**config.mk**
```make
export PLATFORM = sky130hd
export DESIGN_NAME = rcom_cmd_sequencer
export DESIGN_NICKNAME = d
export VERILOG_FILES = /design/src/rtl/rcom_seq_pkg.sv /design/src/rtl/seq_cmd_mem.sv /design/src/rtl/rcom_cmd_sequencer.sv
export SDC_FILE = /design/constraint.sdc
export NUM_CORES = 1
export LEC_CHECK = 0
export ABC_AREA = 1
export BUFFER_PORTS_ARGS = -buffer_cell sky130_fd_sc_hd__buf_2
export CORE_MARGIN = 8
export CORE_UTILIZATION = 28
export CTS_CLUSTER_SIZE = 30
export DETAILED_ROUTE_END_ITERATION = 6
export PLACE_DENSITY = 0.52
export SLEW_MARGIN = 10
export SYNTH_ARGS = -nofsm -noshare
export SYNTH_HDL_FRONTEND = slang
export SYNTH_SLANG_ARGS = --single-unit
```
**constraint.sdc**
```tcl
create_clock -name clk -period 6 [get_ports clk]
set_input_delay 1.2 -clock clk [delete_from_list [all_inputs] [get_ports clk]]
set_output_delay 1.2 -clock clk [all_outputs]
set_load 0.01 [all_outputs]
```
**src/rtl/rcom_seq_pkg.sv**
```systemverilog
`default_nettype none
// ============================================================================
//  Module   : rcom_seq_pkg
//  Brief    : Shared types and constants for the RemoteComm command sequencer.
//  Revision : 1.0 - initial release
// ============================================================================
package rcom_seq_pkg;

  // Controller states; IDLE is the only non-busy state.
  typedef enum logic [2:0] {
    ST_IDLE      = 3'd0,
    ST_LOAD      = 3'd1,
    ST_SEND      = 3'd2,
    ST_WAIT_SNT  = 3'd3,
    ST_WAIT_RESP = 3'd4,
    ST_GAP       = 3'd5,
    ST_DONE      = 3'd6,
    ST_ERR       = 3'd7
  } seq_state_t;

  // Abort reasons reported on err_code.
  typedef enum logic [1:0] {
    ERR_NONE     = 2'b00,
    ERR_SNT_TMO  = 2'b01,
    ERR_RESP_TMO = 2'b10,
    ERR_BAD_RESP = 2'b11
  } err_code_t;

  // Response byte RemoteComm returns for an accepted command.
  localparam logic [7:0]  RESP_OK = 8'hA5;
  // Knight calibrate command; also the idle value of the command bus.
  localparam logic [15:0] CMD_CAL = 16'h0000;

endpackage
`default_nettype wire

```
**src/rtl/seq_cmd_mem.sv**
```systemverilog
`default_nettype none
// ============================================================================
//  Module   : seq_cmd_mem
//  Brief    : DEPTH x 16 command table, synchronous write, combinational read.
//             Contents are deliberately not reset.
//  Revision : 1.0 - initial release
// ============================================================================
module seq_cmd_mem #(
  parameter int DEPTH  = 16,
  parameter int ADDR_W = $clog2(DEPTH)
) (
  input  logic              clk,
  input  logic              i_we,
  input  logic [ADDR_W-1:0] i_waddr,
  input  logic [15:0]       i_wdata,
  input  logic [ADDR_W-1:0] i_raddr,
  output logic [15:0]       o_rdata
);

  logic [15:0] r_mem [DEPTH];

  // Table write port.
  always_ff @(posedge clk) begin
    if (i_we) begin
      r_mem[i_waddr] <= i_wdata;
    end
  end

  assign o_rdata = r_mem[i_raddr];

endmodule
`default_nettype wire

```
**src/rtl/rcom_cmd_sequencer.sv**
```systemverilog
`default_nettype none
// ============================================================================
//  Module   : rcom_cmd_sequencer
//  Brief    : Issues a table of Knight commands to RemoteComm in order, waiting
//             for cmd_snt and a response per command; stops at end of table or
//             on the first timeout / bad response.
//  Revision : 1.0 - initial release
// ============================================================================
module rcom_cmd_sequencer
  import rcom_seq_pkg::*;
#(
  parameter int         DEPTH      = 16,
  parameter int         TMO_CYCLES = 10_000_000,
  parameter int         GAP_CYCLES = 64,
  parameter logic [7:0] RESP_OK    = rcom_seq_pkg::RESP_OK,
  localparam int        ADDR_W     = $clog2(DEPTH)
) (
  input  logic              clk,
  input  logic              rst_n,
  input  logic              wr_en,
  input  logic [ADDR_W-1:0] wr_addr,
  input  logic [15:0]       wr_data,
  input  logic [ADDR_W:0]   num_cmds,
  input  logic              start,
  output logic [15:0]       cmd,
  output logic              snd_cmd,
  input  logic              cmd_snt,
  input  logic              resp_rdy,
  input  logic [7:0]        resp,
  output logic              busy,
  output logic              done,
  output logic              err,
  output logic [1:0]        err_code,
  output logic [ADDR_W:0]   cmd_idx,
  output logic [ADDR_W:0]   pass_cnt
);

  localparam int                IDX_W     = ADDR_W + 1;
  localparam int                TMR_W     = $clog2(TMO_CYCLES);
  localparam logic [TMR_W-1:0]  C_TMR_MAX = '1;
  localparam logic [TMR_W-1:0]  C_TMO_END = TMR_W'(TMO_CYCLES - 1);
  localparam logic [TMR_W-1:0]  C_GAP_END = TMR_W'(GAP_CYCLES - 1);

  seq_state_t        r_state;
  seq_state_t        w_state_nxt;
  logic [TMR_W-1:0]  r_timer;
  logic [IDX_W-1:0]  r_n;
  logic [IDX_W-1:0]  r_cmd_idx;
  logic [IDX_W-1:0]  r_pass_cnt;
  logic [15:0]       r_cmd;
  logic              r_snd_cmd;
  logic              r_busy;
  logic              r_done;
  logic              r_err;
  err_code_t         r_err_code;

  logic              w_start_run;
  logic              w_load;
  logic              w_pass;
  logic              w_err_set;
  err_code_t         w_err_code_nxt;
  logic              w_tmo;
  logic              w_tbl_we;
  logic [15:0]       w_tbl_rdata;

  // The table is write-protected for the whole run, not just while busy is seen.
  assign w_tbl_we = wr_en & (r_state == ST_IDLE);
  assign w_tmo    = (r_timer == C_TMO_END);

  seq_cmd_mem #(
    .DEPTH  (DEPTH),
    .ADDR_W (ADDR_W)
  ) u_cmd_mem (
    .clk     (clk),
    .i_we    (w_tbl_we),
    .i_waddr (wr_addr),
    .i_wdata (wr_data),
    .i_raddr (r_cmd_idx[ADDR_W-1:0]),
    .o_rdata (w_tbl_rdata)
  );

  // State register.
  always_ff @(posedge clk or negedge rst_n) begin
    if (!rst_n) begin
      r_state <= ST_IDLE;
    end else begin
      r_state <= w_state_nxt;
    end
  end

  // Next-state decode and per-cycle datapath strobes.
  always_comb begin
    w_state_nxt    = r_state;
    w_start_run    = 1'b0;
    w_load         = 1'b0;
    w_pass         = 1'b0;
    w_err_set      = 1'b0;
    w_err_code_nxt = ERR_NONE;
    case (r_state)
      ST_IDLE: begin
        if (start) begin
          w_start_run = 1'b1;
          w_state_nxt = (num_cmds == '0) ? ST_DONE : ST_LOAD;
        end
      end
      ST_LOAD: begin
        w_load      = 1'b1;
        w_state_nxt = ST_SEND;
      end
      ST_SEND: begin
        w_state_nxt = ST_WAIT_SNT;
      end
      ST_WAIT_SNT: begin
        if (cmd_snt) begin
          w_state_nxt = ST_WAIT_RESP;
        end else if (w_tmo) begin
          w_state_nxt    = ST_ERR;
          w_err_set      = 1'b1;
          w_err_code_nxt = ERR_SNT_TMO;
        end
      end
      ST_WAIT_RESP: begin
        // A response arriving on the timeout cycle still counts.
        if (resp_rdy) begin
          if (resp == RESP_OK) begin
            w_pass      = 1'b1;
            w_state_nxt = ((r_cmd_idx + IDX_W'(1)) == r_n) ? ST_DONE : ST_GAP;
          end else begin
            w_state_nxt    = ST_ERR;
            w_err_set      = 1'b1;
            w_err_code_nxt = ERR_BAD_RESP;
          end
        end else if (w_tmo) begin
          w_state_nxt    = ST_ERR;
          w_err_set      = 1'b1;
          w_err_code_nxt = ERR_RESP_TMO;
        end
      end
      ST_GAP: begin
        if (r_timer == C_GAP_END) begin
          w_state_nxt = ST_LOAD;
        end
      end
      ST_DONE: begin
        w_state_nxt = ST_IDLE;
      end
      ST_ERR: begin
        w_state_nxt = ST_IDLE;
      end
      default: begin
        w_state_nxt = ST_IDLE;
      end
    endcase
  end

  // Wait timer: restarts on every state entry and saturates instead of wrapping.
  always_ff @(posedge clk or negedge rst_n) begin
    if (!rst_n) begin
      r_timer <= '0;
    end else if (w_state_nxt != r_state) begin
      r_timer <= '0;
    end else if (r_timer != C_TMR_MAX) begin
      r_timer <= r_timer + TMR_W'(1);
    end
  end

  // Run bookkeeping: command count, indices, status flags and command bus.
  always_ff @(posedge clk or negedge rst_n) begin
    if (!rst_n) begin
      r_n        <= '0;
      r_cmd_idx  <= '0;
      r_pass_cnt <= '0;
      r_cmd      <= CMD_CAL;
      r_done     <= 1'b0;
      r_err      <= 1'b0;
      r_err_code <= ERR_NONE;
    end else begin
      if (w_start_run) begin
        r_n        <= num_cmds;
        r_cmd_idx  <= '0;
        r_pass_cnt <= '0;
        r_done     <= 1'b0;
        r_err      <= 1'b0;
        r_err_code <= ERR_NONE;
      end
      if (w_load) begin
        r_cmd <= w_tbl_rdata;
      end
      if (w_pass) begin
        r_cmd_idx  <= r_cmd_idx + IDX_W'(1);
        r_pass_cnt <= r_pass_cnt + IDX_W'(1);
      end
      if (w_err_set) begin
        r_err_code <= w_err_code_nxt;
      end
      if (r_state == ST_DONE) begin
        r_done <= 1'b1;
      end
      if (r_state == ST_ERR) begin
        r_err <= 1'b1;
      end
    end
  end

  // Registered strobes so snd_cmd and busy come straight from flops.
  always_ff @(posedge clk or negedge rst_n) begin
    if (!rst_n) begin
      r_snd_cmd <= 1'b0;
      r_busy    <= 1'b0;
    end else begin
      r_snd_cmd <= (w_state_nxt == ST_SEND);
      r_busy    <= (w_state_nxt != ST_IDLE);
    end
  end

  assign cmd      = r_cmd;
  assign snd_cmd  = r_snd_cmd;
  assign busy     = r_busy;
  assign done     = r_done;
  assign err      = r_err;
  assign err_code = r_err_code;
  assign cmd_idx  = r_cmd_idx;
  assign pass_cnt = r_pass_cnt;

endmodule
`default_nettype wire
```
==> results of run 1 <==
-- where the power goes --
part | switching (mW) | internal [mW]
Clock | 0.896 | 1.32
Combinational | 0.682 | 0.265
Sequential | 0.0889 | 2.53
-- worst max-delay path: cells and delay by family, from the launching register on --
| family | cells | cell delay [ns] |
|---|---|---|
| adder cells (fa/ha/maj) | 1 | 0.35 |
| flip-flops | 1 | 0.36 |
| AND/OR/NAND/NOR | 13 | 1.58 |
| buffers and inverters | 2 | 0.63 |
-- routing by layer --
metal | wire (um) | vias to the layer above | track usage | share of wire
met5 | 13 | - | 0 | 0.00035
met3 | 2820 | 51 | 0.0277 | 0.075
met2 | 16800 | 297 | 0.204 | 0.45
li1 | - | 4302 | - | -
met1 | 17300 | 4533 | 0.186 | 0.46
met4 | 563 | 2 | 0.0285 | 0.015
-- layout by cell type, fill, tap and decap left out, types with 9 or more instances in the layout --
master and count:
inv_2 11, xor2_1 13, nand2_2 13, nand4_1 12, clkbuf_1 9, o21ai_0 173, nor2_4 23, clkbuf_16 35
buf_4 12, edfxtp_1 256, buf_2 69, o22ai_1 80, nor2_1 199, nand2_1 133, nor2_2 20, nand3_1 25
dfrtp_1 62, inv_1 46
-- metrics by stage --
stage	instance area [um2]	hold slack [ns]	setup WS (ns)	total power, mW
finish	15700	0.475	2.96	5.78
global route	15700	0.491	2.67	6.03
CTS	15700	0.481	2.88	5.86
detailed placement	14600	0.465	2.62	3.63
global placement	14600	0.462	2.64	3.62
floorplan	13600	0.462	3.34	3.28
-- logic make-up (layout without fill, tap and decap cells) --
kind of cell	Yosys count	count (layout)
DFF	320	320
buffers and inverters	122	207
and+or+nand+nor	451	451
xor gates and xnor gates	17	17
AOI/OAI and AO/OA	268	268
other	0	2
adders and majority gates	3	3
-- layout make-up --
| type | instances | share of cell area |
|---|---|---|
| clock buffer | 45 | 0.0586 |
| antenna | 2 | 0.000318 |
| inverter | 62 | 0.0151 |
| multi-input combinational | 739 | 0.243 |
| clock inverter | 19 | 0.0159 |
| tap | 615 | 0.0489 |
| timing repair buffer | 81 | 0.0276 |
| sequential | 320 | 0.590 |
-- flip-flops by register name, indices dropped and copies added, names as in the netlist --
register,flops
cmd,16
snd_cmd,1
err,1
done,1
r_timer,24
err_code,2
busy,1
pass_cnt,5
r_n,5
u_cmd_mem.r_mem,256
cmd_idx,5
r_state,3
-- final timing paths --
kind                                                 to  slack, ns  depth (start not counted)
max in group asynchronous        cmd_idx[0]$_DFFE_PN0P_       4.48                          1
worst min register to register      cmd[14]$_DFFE_PN0N_       0.47                          2
worst max-delay path             r_timer[1]$_DFFE_PN0P_       2.96                         16
worst min-delay path                cmd[14]$_DFFE_PN0N_       0.47                          2
min in group asynchronous       err_code[1]$_DFFE_PN0P_       0.82                          1
worst max register to register   r_timer[1]$_DFFE_PN0P_       2.96                         16
==> results.json, run 1 <==
{
  "status": "finished, final reports clean",
  "r2r_start": "cmd_idx[1]$_DFFE_PN0P_",
  "cts_made_buffers": 35,
  "synth_compound_area_frac": 0.110,
  "nNetsFinal": 1281,
  "antenna_left": 0,
  "via_per_inst": 4.88,
  "slew_violations": 0,
  "post-route-min-period_ns": 3.04,
  "synthTopCellsByCount": "edfxtp_1 (256), nor2_1 (215), o21ai_0 (173), nand2_1 (133), o22ai_1 (80)",
  "finalCritPeriodShare": 0.506,
  "worst_pin_slew_ns": 1.06,
  "peakVddDrop_v": 0.000206,
  "drcViolationCount": 0,
  "clock_sinks": 320,
  "synth_ff_type": "edfxtp_1",
  "dp_hpwl_um": 24100,
  "synthAdderAreaFrac": 0.00276,
  "setup_viol": 0,
  "rows": 80,
  "post_cts_buffers": 0,
  "die_area_mm2": 0.0559,
  "grt_max_degree": 101,
  "synth-async-reset-ratio": 0.200,
  "final_util": 0.329,
  "synth-simple-area-share": 0.155,
  "synthCells": 1181,
  "crit_chain": "buf_4 > ha_1 > inv_2 > nand2_2 > nand2_1 > nand2_1 > nand2_1 > nor2_1 > nand3_1 > nor2_1 > nand2_1 > nand2_2 > nand3_2 > nand2_2 > nand3_4 > nor2_1",
  "clkSlewWorstSetupHoldPaths_ns": 0.06,
  "grt_pass1_wl_um": 56800,
  "critPathRequiredTime_ns": 6.43,
  "cap_violations": 0,
  "syn_area_mm2": 0.0136,
  "synth_top_family_by_area": "simple AND/OR/NAND/NOR gates",
  "path_class": "flop to flop",
  "hold_buffers": 0,
  "cts_tree": "done",
  "crit_path_end_kind": "flop",
  "max_clock_freq_mhz": 329,
  "dp_cells": 1817,
  "core_mm2": 0.0478,
  "dieHeight_um": 236,
  "critPathSlowestCell": "buf_4",
  "multi_input_area_mm2": 0.00383,
  "h-tree-depth": 2,
  "postSynthAreaPerCell_um2": 11.5,
  "fin_setup_tns_ns": 0,
  "cp-startpoint": "cmd_idx[1]$_DFFE_PN0P_",
  "max_stage_delay_ns": 0.58,
  "holdCritPathClass": "flop to flop",
  "synth_most_common_cell": "edfxtp_1",
  "hp-start": "cmd[14]$_DFFE_PN0N_",
  "start_util": 0.284,
  "synth_edf_count": 256,
  "clock_latency_ns": 0.53,
  "yosysWarnings": 0,
  "skew_ns": 0.0149,
  "track_usage": 0.131,
  "drt-pass1-iter-count": 5,
  "n_fill_cell": 4819,
  "wl_um": 37500,
  "numPortBuffers": 70,
  "muxShareOfSynthArea": 0,
  "cts_resized": 0,
  "relSlewSlack": 0.297,
  "netlist_top_cells_area": "edfxtp_1 (57%), dfrtp_1 (12%), o21ai_0 (6.4%)",
  "drt-initial-drc-count": 743,
  "area_growth_pct": 15.8,
  "yosysTopAreaCell": "edfxtp_1",
  "ys_ff_latch": 320,
  "antenna_found_initial": 4,
  "gp_congestion": 0.865,
  "critPathArrivalTime_ns": 3.47,
  "instances_no_fill": 1883,
  "synth_fp_nets": 1223,
  "leakage_nw": 5.59,
  "yosysTopAreaCellShare": 0.565,
  "rsz0062_at_grt": "false",
  "startpoint_type": "flop",
  "cts_buffer_depth": 3,
  "cp_common_cell": "nand2_1",
  "synth_xor_area_frac": 0.0110,
  "die_w_um": 236,
  "synth_cell_type_count": 41,
  "num_io_pins": 71,
  "cts_root_buf": "clkbuf_16",
  "hold_viol_final": 0,
  "grt_pass1_vias": 9118,
  "ys_seq_area_frac": 0.683,
  "wl_per_cell_um": 19.9,
  "grt-ovfl-total": 0,
  "powerDensity_mw_per_mm2": 367,
  "regArea_mm2": 0.00929,
  "drive_gt1_frac": 0.173,
  "cp_max_fo": 68,
  "vias": 9185
}
No activity file was read; power rests on OpenSTA's default activity.
==> inputs of run 2 (changes only) <==
Settings changed: PLACE_DENSITY 0.52 to 0.53.
Clock period 6 ns to 2.6 ns, I/O delays scaled along.
==> results.json, run 2 (synthesis gave the netlist of run 1 again) <==
{
  "status": "finished, violations left",
  "violations": "hold timing",
  "crit_path_end_kind": "flop",
  "max_clock_freq_mhz": 429,
  "drcViolationCount": 0,
  "post-place-ws_ns": 0.318,
  "fin_ws_ns": 0.267,
  "final_common_cell": "edfxtp_1",
  "rsz0062_at_grt": "false",
  "cts_buffer_depth": 3,
  "start_util": 0.284,
  "post-route-min-period_ns": 2.33,
  "place_area_mm2": 0.0149,
  "regArea_mm2": 0.00929,
  "worst_pin_slew_ns": 0.771,
  "dieHeight_um": 236,
  "track_usage": 0.131,
  "dp_hpwl_um": 24100,
  "fin_setup_tns_ns": 0,
  "cap_violations": 0,
  "drt-initial-drc-count": 769,
  "r2r_start": "r_state[1]$_DFF_PN0_",
  "h-tree-depth": 2,
  "cp_max_fo": 8,
  "gp_congestion": 0.842,
  "final_util": 0.337,
  "peakVddDrop_v": 0.000499,
  "final_area_mm2": 0.0161,
  "startpoint_type": "flop",
  "critPathRequiredTime_ns": 2.82,
  "cts_resized": 0,
  "num_io_pins": 71,
  "nNetsFinal": 1318,
  "drt-pass1-iter-count": 7,
  "cts_made_buffers": 35,
  "wl_per_cell_um": 19.5,
  "finalCritPeriodShare": 0.897,
  "cts_root_buf": "clkbuf_16",
  "dp_cells": 1854,
  "n_fill_cell": 4785,
  "grt-ovfl-total": 0,
  "hold_viol_final": 2,
  "power_mw": 13.3,
  "drive_gt1_frac": 0.201,
  "setup_viol": 0,
  "powerDensity_mw_per_mm2": 829,
  "instances_no_fill": 1918,
  "regMostFlops": "u_cmd_mem.r_mem",
  "slew_violations": 0,
  "core_mm2": 0.0478,
  "via_per_inst": 4.85,
  "path_class": "flop to flop",
  "antenna_found_initial": 5,
  "grt_max_degree": 99,
  "reg2regPathDepth": 6,
  "numPortBuffers": 70,
  "hold_buffers": 0,
  "multi_input_area_mm2": 0.00383,
  "area_growth_pct": 18.5,
  "holdCritPathClass": "input port to async pin",
  "clock_latency_ns": 0.53,
  "critPathArrivalTime_ns": 2.55,
  "r2r-end": "u_cmd_mem.r_mem[0][0]$_DFFE_PP_",
  "grt_pass1_wl_um": 57200,
  "largest_reg_flops": 256,
  "leakage_nw": 5.82,
  "relSlewSlack": 0.486,
  "die_w_um": 236,
  "skew_ns": 0.0228,
  "die_area_mm2": 0.0559,
  "reg2reg_slack_ns": 0.27,
  "holdWs_ns": -0.00507,
  "clkSlewWorstSetupHoldPaths_ns": 0.06,
  "cts_tree": "done",
  "antenna_left": 0,
  "vias": 9305,
  "rows": 80,
  "clock_sinks": 320,
  "layout_common_cells": "edfxtp_1 (256), nor2_1 (199), o21ai_0 (173)",
  "post_cts_buffers": 0,
  "grt_pass1_vias": 9166,
  "wl_um": 37300
}
run 2: cell types whose count changed in the layout (fill, tap and decap cells not counted), sizes merged:
cell	before	now
clkbuf	45	46
bufinv	5	4
buf	81	118
clkinv	14	15
inv	62	59
run 2: worst max-delay path, stage by stage, from the launching register on:
cell and delay, ns:
dfrtp_1 0.48, nor2_2 0.18, nand2_1 0.13, nor2_1 0.37, nand3_1 0.31, nor2_2 0.29, buf_4 0.26
run 2: final cells by class:
class | instances | share of cell area
well taps | 615 | 0.0478
repair buffers | 118 | 0.0497
diodes | 2 | 0.000311
flip-flops and latches | 320 | 0.577
multi-input cells | 739 | 0.238
clock inverters | 16 | 0.0130
inverters | 62 | 0.0148
clock buffers | 46 | 0.0594
run 2: worst max-delay path by stage:
stage                                       from                               to  cells past startpoint
after floorplan             r_state[1]$_DFF_PN0_  u_cmd_mem.r_mem[0][0]$_DFFE_PP_                      6
after global placement    cmd_idx[0]$_DFFE_PN0P_          r_timer[23]$_DFFE_PN0P_                     16
after detailed placement    r_state[1]$_DFF_PN0_  u_cmd_mem.r_mem[1][0]$_DFFE_PP_                      6
after CTS                   r_state[1]$_DFF_PN0_  u_cmd_mem.r_mem[1][2]$_DFFE_PP_                      6
after global routing      cmd_idx[0]$_DFFE_PN0P_           r_timer[1]$_DFFE_PN0P_                     16
final                       r_state[1]$_DFF_PN0_  u_cmd_mem.r_mem[0][0]$_DFFE_PP_                      6
run 2: metal layers:
layer  vias to the layer above  global-route usage  wire [um]
met5                         -                   0         37
met4                         6              0.0346        714
met3                        51              0.0331       2780
met2                       278               0.200      16600
met1                      4600               0.184      17200
li1                       4370                   -          -
run 2: report_power, final:
group | internal (mW) | leakage, nW | switching (mW)
combinational | 0.687 | 2.10 | 1.56
clock | 3.01 | 0.576 | 2.04
sequential | 5.83 | 3.14 | 0.219
total | 9.53 | 5.82 | 3.82
